===== src/rtl/key_lock_ctl_pkg.sv =====
// Shared types and constants for the keypad lock controller.
package key_lock_ctl_pkg;

    typedef enum logic [2:0] {
        ST_IDLE    = 3'd0,
        ST_ENTRY   = 3'd1,
        ST_CHECK   = 3'd2,
        ST_OPEN    = 3'd3,
        ST_FAIL    = 3'd4,
        ST_LOCKOUT = 3'd5
    } state_t;

    localparam logic [3:0]  KEY_CLR    = 4'hA;
    localparam logic [3:0]  KEY_ENT    = 4'hB;
    localparam logic [23:0] BLANK_DISP = 24'hFFFFFF;
    localparam logic [23:0] ERR_DISP   = 24'hEEEEEE;

    function automatic logic is_digit(input logic [3:0] k);
        return (k <= 4'd9);
    endfunction

    function automatic int max3(input int a, input int b, input int c);
        int m;
        m = (a > b) ? a : b;
        return (m > c) ? m : c;
    endfunction

    // Bits needed to hold n-1, never less than one.
    function automatic int timer_width(input int n);
        return (n <= 2) ? 1 : $clog2(n);
    endfunction

endpackage


===== src/rtl/key_lock_ctl_timer.sv =====
// Down-counting dwell timer: loads a value, counts to zero and holds there.
module lock_timer #(
    parameter int WIDTH = 6
) (
    input  logic             clk,
    input  logic             reset,
    input  logic             load,
    input  logic [WIDTH-1:0] load_val,
    output logic             zero
);

    logic [WIDTH-1:0] count_r;

    // Load has priority over the decrement; the count parks at zero.
    always_ff @(posedge clk or negedge reset) begin
        if (!reset) begin
            count_r <= {WIDTH{1'b0}};
        end else if (load) begin
            count_r <= load_val;
        end else if (count_r != {WIDTH{1'b0}}) begin
            count_r <= count_r - WIDTH'(1'b1);
        end else begin
            count_r <= count_r;
        end
    end

    assign zero = (count_r == {WIDTH{1'b0}});

endmodule


===== src/rtl/key_lock_ctl.sv =====
// Keypad code lock: collects six BCD digits, checks them against PASSWORD,
// then opens, flags a failure, or locks out after repeated failures.
module key_lock_ctl
    import key_lock_ctl_pkg::*;
#(
    parameter logic [23:0] PASSWORD    = 24'h123456,
    parameter int          MAX_FAIL    = 3,
    parameter int          OPEN_CYCLES = 32,
    parameter int          FAIL_CYCLES = 8,
    parameter int          LOCK_CYCLES = 64
) (
    input  logic        clk,
    input  logic        reset,
    input  logic        key_valid,
    input  logic [3:0]  key_code,
    output logic [23:0] display_code,
    output logic [2:0]  digit_cnt,
    output logic        unlocked,
    output logic        alarm
);

    localparam int         TW         = timer_width(max3(OPEN_CYCLES, FAIL_CYCLES, LOCK_CYCLES));
    localparam logic [2:0] MAX_FAIL_C = 3'(MAX_FAIL);

    state_t          state_r, next_state_s;
    logic [23:0]     display_r, display_nxt_s;
    logic [2:0]      digit_cnt_r, digit_cnt_nxt_s;
    logic [2:0]      fail_cnt_r, fail_cnt_nxt_s, fail_inc_s;
    logic            unlocked_r, alarm_r, unlocked_nxt_s, alarm_nxt_s;
    logic            timer_load_s, timer_zero_s;
    logic [TW-1:0]   timer_val_s;
    logic            match_s, key_clr_s, key_ent_s, key_dig_s;

    assign key_clr_s  = key_valid && (key_code == KEY_CLR);
    assign key_ent_s  = key_valid && (key_code == KEY_ENT);
    assign key_dig_s  = key_valid && is_digit(key_code);
    assign match_s    = (digit_cnt_r == 3'd6) && (display_r == PASSWORD);
    assign fail_inc_s = (fail_cnt_r >= MAX_FAIL_C) ? fail_cnt_r : fail_cnt_r + 3'd1;

    // The dwell timer is loaded on the single CHECK cycle for whichever dwell follows.
    assign timer_load_s = (state_r == ST_CHECK);

    lock_timer #(.WIDTH(TW)) u_timer (
        .clk      (clk),
        .reset    (reset),
        .load     (timer_load_s),
        .load_val (timer_val_s),
        .zero     (timer_zero_s)
    );

    // State register.
    always_ff @(posedge clk or negedge reset) begin
        if (!reset) begin
            state_r <= ST_IDLE;
        end else begin
            state_r <= next_state_s;
        end
    end

    // Next-state logic; unknown encodings fall back to IDLE.
    always_comb begin
        next_state_s = ST_IDLE;
        case (state_r)
            ST_IDLE:    next_state_s = key_dig_s ? ST_ENTRY : ST_IDLE;
            ST_ENTRY: begin
                if (key_clr_s) begin
                    next_state_s = ST_IDLE;
                end else if (key_ent_s) begin
                    next_state_s = ST_CHECK;
                end else begin
                    next_state_s = ST_ENTRY;
                end
            end
            ST_CHECK: begin
                if (match_s) begin
                    next_state_s = ST_OPEN;
                end else if (fail_inc_s == MAX_FAIL_C) begin
                    next_state_s = ST_LOCKOUT;
                end else begin
                    next_state_s = ST_FAIL;
                end
            end
            ST_OPEN:    next_state_s = (timer_zero_s || key_clr_s) ? ST_IDLE : ST_OPEN;
            ST_FAIL:    next_state_s = timer_zero_s ? ST_IDLE : ST_FAIL;
            ST_LOCKOUT: next_state_s = timer_zero_s ? ST_IDLE : ST_LOCKOUT;
            default:    next_state_s = ST_IDLE;
        endcase
    end

    // Output and datapath next values, registered below.
    always_comb begin
        display_nxt_s   = display_r;
        digit_cnt_nxt_s = digit_cnt_r;
        fail_cnt_nxt_s  = fail_cnt_r;
        timer_val_s     = {TW{1'b0}};
        unlocked_nxt_s  = (next_state_s == ST_OPEN);
        alarm_nxt_s     = (next_state_s == ST_LOCKOUT);
        case (state_r)
            ST_IDLE: begin
                if (key_dig_s) begin
                    display_nxt_s   = {display_r[19:0], key_code};
                    digit_cnt_nxt_s = 3'd1;
                end else begin
                    display_nxt_s   = BLANK_DISP;
                    digit_cnt_nxt_s = 3'd0;
                end
            end
            ST_ENTRY: begin
                if (key_clr_s) begin
                    display_nxt_s   = BLANK_DISP;
                    digit_cnt_nxt_s = 3'd0;
                end else if (key_dig_s && (digit_cnt_r < 3'd6)) begin
                    display_nxt_s   = {display_r[19:0], key_code};
                    digit_cnt_nxt_s = digit_cnt_r + 3'd1;
                end else begin
                    display_nxt_s   = display_r;
                end
            end
            ST_CHECK: begin
                if (match_s) begin
                    fail_cnt_nxt_s = 3'd0;
                    timer_val_s    = TW'(OPEN_CYCLES - 1);
                end else begin
                    fail_cnt_nxt_s  = fail_inc_s;
                    display_nxt_s   = ERR_DISP;
                    digit_cnt_nxt_s = 3'd0;
                    timer_val_s     = (fail_inc_s == MAX_FAIL_C) ? TW'(LOCK_CYCLES - 1)
                                                                 : TW'(FAIL_CYCLES - 1);
                end
            end
            ST_OPEN, ST_FAIL, ST_LOCKOUT: begin
                if (next_state_s == ST_IDLE) begin
                    display_nxt_s   = BLANK_DISP;
                    digit_cnt_nxt_s = 3'd0;
                    fail_cnt_nxt_s  = (state_r == ST_LOCKOUT) ? 3'd0 : fail_cnt_r;
                end else begin
                    display_nxt_s   = display_r;
                end
            end
            default: begin
                display_nxt_s   = BLANK_DISP;
                digit_cnt_nxt_s = 3'd0;
            end
        endcase
    end

    // Datapath and registered Moore outputs.
    always_ff @(posedge clk or negedge reset) begin
        if (!reset) begin
            display_r   <= BLANK_DISP;
            digit_cnt_r <= 3'd0;
            fail_cnt_r  <= 3'd0;
            unlocked_r  <= 1'b0;
            alarm_r     <= 1'b0;
        end else begin
            display_r   <= display_nxt_s;
            digit_cnt_r <= digit_cnt_nxt_s;
            fail_cnt_r  <= fail_cnt_nxt_s;
            unlocked_r  <= unlocked_nxt_s;
            alarm_r     <= alarm_nxt_s;
        end
    end

    assign display_code = display_r;
    assign digit_cnt    = digit_cnt_r;
    assign unlocked     = unlocked_r;
    assign alarm        = alarm_r;

endmodule

===== config.mk =====
export PLATFORM = sky130hd
export DESIGN_NAME = key_lock_ctl
export DESIGN_NICKNAME = d
export VERILOG_FILES = /design/src/rtl/key_lock_ctl_pkg.sv /design/src/rtl/key_lock_ctl_timer.sv /design/src/rtl/key_lock_ctl.sv
export SDC_FILE = /design/constraint.sdc
export NUM_CORES = 1
export LEC_CHECK = 0
export CORE_AREA = 2 2 73 75
export DETAILED_ROUTE_END_ITERATION = 16
export DIE_AREA = 0 0 75 77
export PLACE_DENSITY_LB_ADDON = 0.12
export SYNTH_ARGS = -nofsm -noshare
export SYNTH_HDL_FRONTEND = slang
export SYNTH_SLANG_ARGS = --single-unit
export TNS_END_PERCENT = 1

===== constraint.sdc =====
create_clock -name clk -period 5.9 [get_ports clk]
set_input_delay 0.885 -clock clk [delete_from_list [all_inputs] [get_ports clk]]
set_output_delay 0.885 -clock clk [all_outputs]
set_load 0.005 [all_outputs]

==> results of run 1 <==
-- worst max-delay path by stage --
| stage | startpoint | endpoint | slack, ns | cells past startpoint |
|---|---|---|---|---|
| after CTS | key_valid | display_code[13] | 2.31 | 7 |
| after global routing | key_valid | display_code[13] | 2.14 | 7 |
| after floorplan | key_code[2] | digit_cnt[1] | 2.99 | 7 |
| after global placement | key_valid | display_code[15] | 2.03 | 7 |
| final | key_valid | display_code[13] | 2.30 | 7 |
| after detailed placement | key_valid | display_code[13] | 2.00 | 7 |
-- registers in the layout, indices dropped and copies added, names as in the netlist --
register         count
alarm                1
digit_cnt            3
display_code        24
fail_cnt_r           3
state_r              3
u_timer.count_r      6
unlocked             1
-- cells in the final DEF, fill, tap and decap left out, drive strengths merged, types with 2 or more instances in the layout --
master,Yosys,final
a211oi,2,2
a21boi,3,3
a21oi,5,5
a32o,2,2
and2,3,3
clkbuf,4,7
clkdlybuf4s50,0,34
dfrtp,17,17
dfstp,24,24
ha,5,5
inv,8,9
mux2,20,20
nand2,12,12
nand2b,20,20
nand3,3,3
nor2,11,11
nor2b,7,7
nor3,9,9
nor4,2,2
nor4bb,5,5
o211ai,2,2
o21ai,14,14
o22ai,2,2
o2bb2ai,6,6
o31ai,2,2
xnor2,3,3
-- layout make-up --
class	instances	area [um2]
inverters	8	30.0
clock buffers	7	108
flip-flops and latches	41	1060
repair buffers	35	345
fillers	438	2160
clock inverters	1	6.26
well taps	70	87.6
multi-input cells	153	1190
-- worst max-delay path: stages --
cell and delay, ns:
clkdlybuf4s50_1 0.54, nand4b_1 0.25, or4b_2 0.69, o21ai_1 0.16, a311oi_4 0.09, o21ai_4 0.79
mux2_2 0.42
-- cell families (layout without fill, tap and decap cells) --
family	Yosys count	in the layout	share of synthesized area (%)
xor+xnor	4	4	1.51
fa+ha+maj	5	5	2.70
buf+inv	15	51	3.13
simple gates	79	79	20.2
mux	21	21	12.4
flops	41	41	45.6
compound gates	44	44	14.4
-- per-stage QoR --
step	worst slack (ns)	power [W]
floorplan	2.99	0.00119
global placement	2.03	0.00146
detailed placement	2.00	0.00146
CTS	2.31	0.00169
global route	2.14	0.00180
finish	2.30	0.00168
-- power by group through the flow --
stage / combinational [W] / sequential [W] / clock, W
5_1_grt: 0.000931 / 0.000624 / 0.000242
3_3_place_gp: 0.000850 / 0.000607 / 0
3_5_place_dp: 0.000854 / 0.000606 / 0
2_1_floorplan: 0.000624 / 0.000561 / 0
6_report: 0.000853 / 0.000602 / 0.000225
4_1_cts: 0.000860 / 0.000602 / 0.000230
-- per-layer routing --
| metal | global-route usage [%] | up-vias | share of wire [%] |
|---|---|---|---|
| met2 | 25.4 | 27 | 45 |
| met3 | 3.55 | 5 | 2.9 |
| li1 | - | 827 | - |
| met4 | 4.29 | 0 | 0.70 |
| met5 | 0 | - | 0 |
| met1 | 27.7 | 816 | 51 |
==> summary.md, run 1 <==
| Metric | Value |
|---|---|
| Sw Pwr | 0.000600 W |
| Syn Area/Cell | 11.1 um2 |
| VDD IR max | between 0.0002 and 0.00025 V |
| Final WL | 4890 um |
| Fin. Hold Viols | 0 |
| Worst slew margin | 34.4% |
| Avg WL per Cell | 15.5 um |
| Syn nets | 221 |
| Area grow syn2layout | 21.8% |
| Clock sinks | a little over 40 |
| CP arrival | about 3.8 ns |
| # resized after CTS | 0 |
| I/O Buffers | 35 |
| Row Count | 26 |
| Routed vias/inst | around 5.3 |
| R2R Path Start | state_r[0] |
| Min Tclk post-route | 3.60 ns |
| Outcome | complete, no violations |
| Hold Buf Count CTS | 0 |
| DRT iter0 DRCs | 115 |
| CTS Buf Count | 5 |
| CP endpoint kind | register |
| Post-layout util | 56.6% |
| Mapped Cells | 209 |
| Vias in the first global route | approximately 1600 |
| Total track usage | 17.9% |
| Least-Margin Pin Slew | 0.980 ns |
| Final TNS setup | 0 ns |
| Core area | 4980 um2 |
| Post-synth top area share | between 20% and 30% |
| Top_reg_cell synth | dfstp_2 |
| Fin Clk Skew | between 0.01 and 0.015 ns |
| Post-DP HPWL | around 3400 um |
| H-tree level count | 2 |
| Fin crit share | 61.0% |
| Synth cell types | 46 |
| RSZ-0062 raised after global routing | no |
| GP Congestion | a little under 0.8 |
| CTS tree | built |
| Comb pwr share | between 50% and 60% |
| Net switching fraction of the power | 35.7% |
| Crit-path max FO | 26 |
| Final Non-Filler Cells | between 300 and 400 |
| Clock power share | a little over an eighth |
| Die Y-Extent | around 77 um |
| Crit path required time | 6.13 ns |
| Max-slew violation count | 0 |
| Share of post-route cells with drive strength above 1 | about a quarter |
| Area contributors post-synth | dfstp_2 (27%), dfrtp_1 (18%), mux2_4 (9.1%), nand2b_1 (5.4%), mux2_2 (2.9%) |
| Total Nets Final | 256 |
| Most instantiated library cell after synthesis | dfstp_2 |
| Fmax | 278 MHz |
| Die X-Extent | roughly 75 um |
| Total power divided by cell area | 596 nW/um2 |
| Setup violators final | 0 |
| Post-synth top cells | dfstp_2 (24), nand2b_1 (20), dfrtp_1 (17) |
| Design Area, Final | ~2800 um2 |
| Ant diodes | 0 |
| DRC Markers | 0 |
| Largest net degree at the start of global routing | 42 |
| Worst hold path type | reg -> reg |
| Global-route wire length before repair | 7980 um |
| Hold Path Depth | 1 |
| Syn Std Cell Area | 2310 um2 |
| Sequential power share | about 36% |
| Post-CTS repair timing setup buffer count | 0 |
| Die Area | 5780 um2 |
| Post-synthesis sequential area ratio | 45.6% |
| Placed cells | roughly 310 |
| Initial Util | 46.5% |
| Hold_ws | 0.506 ns |
| Post-synth ARST share | 100% |
| R2R Setup Slk | 2.79 ns |
| Max Cap Viol | 0 |
| Io pins | 36 |
| Crit path kind | in -> reg |
| TritonRoute pass-1 iters | 4 |
| Leakage | 1.17 nW |
| Post-synth top area cell | dfstp_2 |
| Post-synth EDFFs | 0 |
| Longest Clk Path Bufs | 2 |
| Skew-Pair Late Insertion Delay | 0.30 ns |
| HP Start | display_code[20] |
| Crit path launch type | input port |
| Via count | 1675 |
| Synth warnings | 0 |
| R2r endpoint | display_code[13] |
| Antenna-violating nets left | 0 |
| CTS root buf | clkbuf_8 |
| Post-DP Area | around 2700 um2 |
| Antenna violations before repair | 0 |
| Hold Path Sink | display_code[20] |
| Clock edge transition at the registers on the reported setup and hold paths | 0.08 ns |
| Internal | 0.00108 W |
| R2r worst-path depth | 6 |
| Seq cells post-synth | 41 |
| Overflow left after global routing | 0 |
Power figures use the tool's default switching activity.
==> inputs of run 2 (changes only) <==
- clock period: 5.9 -> 3.45 ns (I/O delays scaled with it)
==> run 2 against run 1 <==
  * Clock skew increased by 0.0018 ns
  * Cell area barely moved
  * Clock-buffer cell count unchanged
  * Combinational power up 75%
  * Register-to-register slack worse by 2.1 ns
  * Wire length increased by 3.2%
  * Total power increased by 70%
  * Worst hold slack got worse by 0.16 ns
  * First-iteration DRC count decreased by 7.8%
  * Non-clock buffer count increased by 3
  * Sequential share of layout area about the same
  * Critical path type is now reg -> reg
  * Highest routed layer unchanged
==> summary.md, run 2 (synthesis gave the netlist of run 1 again) <==
| Metric | Value |
|---|---|
| Total Nets Final | 259 (+1.2%) |
| Post-CTS repair timing setup buffer count | 0 (unchanged) |
| Total track usage | 19.1% (+1.3 points) |
| Clock sinks | 41 (unchanged) |
| Routed vias/inst | 5.39 (+1.3%) |
| Post-layout util | 56.7% (about the same) |
| Crit-path max FO | 17 (-35%) |
| Global-route wire length before repair | 8470 um (+6.1%) |
| Max Cap Viol | 0 (unchanged) |
| Filler cells | 455 (+3.9%) |
| Antenna-violating nets left | 0 (unchanged) |
| Post-DP Area | 2730 um2 (+0.83%) |
| Fmax | 366 MHz |
| Min Tclk post-route | 2.73 ns |
| Crit path launch type | register |
| CP max-delay cell | or4b_2 |
| Row Count | 26 (unchanged) |
| Avg WL per Cell | 15.9 um (+2.2%) |
| Largest net degree at the start of global routing | 42 (unchanged) |
| Max reg flops | 24 (unchanged) |
| Post-DP HPWL | 3520 um (+3.0%) |
| Skew-Pair Late Insertion Delay | 0.30 ns (about the same) |
| I/O Buffers | 35 (unchanged) |
| RSZ-0062 raised after global routing | no |
| Longest Clk Path Bufs | 2 (unchanged) |
| Hold_ws | 0.345 ns (-0.161 ns) |
| DRC Markers | 0 (unchanged) |
| Die X-Extent | 75 um (unchanged) |
| TritonRoute pass-1 iters | 4 (unchanged) |
| Core area | 4980 um2 (unchanged) |
| H-tree level count | 2 (unchanged) |
| VDD IR max | 0.000394 V (+66%) |
| Placed cells | 310 (+0.98%) |
| Crit path kind | reg -> reg |
| Hold Buf Count CTS | 0 (unchanged) |
| Antenna violations before repair | 0 (unchanged) |
| # resized after CTS | 0 (unchanged) |
| CP endpoint kind | register |
| DRT iter0 DRCs | 106 (-7.8%) |
| Share of post-route cells with drive strength above 1 | 25.0% (+0.51 points) |
| Via count | 1713 (+2.3%) |
| Ant diodes | 0 (unchanged) |
| Total power divided by cell area | 1010 nW/um2 (+70%) |
| Fin crit share | between 70% and 80% |
| Max-slew violation count | 0 (unchanged) |
| Critical-path cell list | nor2b_1 -> or4b_2 -> o21ai_1 -> a311oi_4 -> o21ai_4 -> buf_4 -> mux2_2 |
| GP Congestion | 0.767 (-3.4%) |
| Fin. Hold Viols | 0 (unchanged) |
| Die Area | 5780 um2 (unchanged) |
| CTS tree | built |
| Final WL | 5040 um (+3.2%) |
| Final TNS setup | 0 ns (unchanged) |
| CP max stage delay | 0.64 ns (-0.15 ns) |
| Worst slew margin | 36.8% (+2.4 points) |
| Most frequent cells in the layout | clkdlybuf4s50_1 (34), dfstp_2 (24), nand2b_1 (20) |
| Vias in the first global route | 1700 (+6.9%) |
| Design Area, Final | 2820 um2 (about the same) |
| Die Y-Extent | 77 um (unchanged) |
| CTS Buf Count | 5 (unchanged) |
| Setup violators final | 0 (unchanged) |
| Fin Clk Skew | 0.0138 ns (+0.00183 ns) |
| Overflow left after global routing | 0 (unchanged) |
| Crit path required time | 3.67 ns (-2.46 ns) |
| Area grow syn2layout | 21.8% (about the same) |
| CP arrival | 2.96 ns (-0.87 ns) |
| Clock edge transition at the registers on the reported setup and hold paths | 0.08 ns (about the same) |
| Io pins | 36 (unchanged) |
| Leakage | 1.17 nW (+0.21%) |
| Least-Margin Pin Slew | 0.948 ns (-0.0320 ns) |
| Outcome | complete, no violations |
| CTS root buf | clkbuf_8 |
| Worst hold path type | in -> async |
| Final Non-Filler Cells | 318 (+0.95%) |
| Most common cell after layout, fill and taps aside | clkdlybuf4s50_1 |
| Initial Util | 46.5% (unchanged) |
run 2: cell count changes in the layout (fill, tap and decap cells not counted):
cell / previous run / this run
buf_4: 0 / 3
clkbuf_1: 0 / 1
clkbuf_16: 1 / 0
run 2: metrics by stage:
step	setup WS [ns]	total power [W]
3_5_place_dp	0.460	0.00253
5_1_grt	0.537	0.00308
2_1_floorplan	0.908	0.00203
3_3_place_gp	0.492	0.00251
6_report	0.716	0.00285
4_1_cts	0.740	0.00289
run 2: area by class of cell:
class / count / area, um2 / area share, %
inverter: 8 / 30.0 / 1.06
clock inverter: 1 / 6.26 / 0.222
multi-input combinational: 153 / 1190 / 42.1
timing repair buffer: 38 / 368 / 13.0
tap: 70 / 87.6 / 3.11
clock buffer: 7 / 86.3 / 3.06
sequential: 41 / 1060 / 37.4
run 2: path summary, 6_finish.rpt:
path                       cells after the start          endpoint        startpoint  slack (ns)
max                                            7  display_code[14]        state_r[0]        0.72
min                                            1          unlocked             reset        0.34
max reg2reg                                    7  display_code[14]        state_r[0]        0.72
min reg2reg                                    1  display_code[20]  display_code[20]        0.50
max in group asynchronous                      1     fail_cnt_r[0]             reset        2.50
min in group clk                               1  display_code[20]  display_code[20]        0.50
run 2: metal layers:
layer | routed length (um) | track usage (%)
met5 | 0 | 0
met4 | 76 | 7.14
met3 | 200 | 3.42
met2 | 2310 | 27.5
met1 | 2460 | 28.3
run 2: power by group:
group	internal, W	switching, W	leakage (nW)
logic	0.000869	0.000621	0.652
clock network	0.000163	0.000171	0.0488
registers	0.000787	0.000241	0.467
run 2: worst max-delay path: cells and delay by family (launching register included):
kind / cells / cell delay, ns
simple gates: 2 / 0.98
flops: 1 / 0.60
compound gates: 3 / 0.42
mux: 1 / 0.37
buf+inv: 1 / 0.29
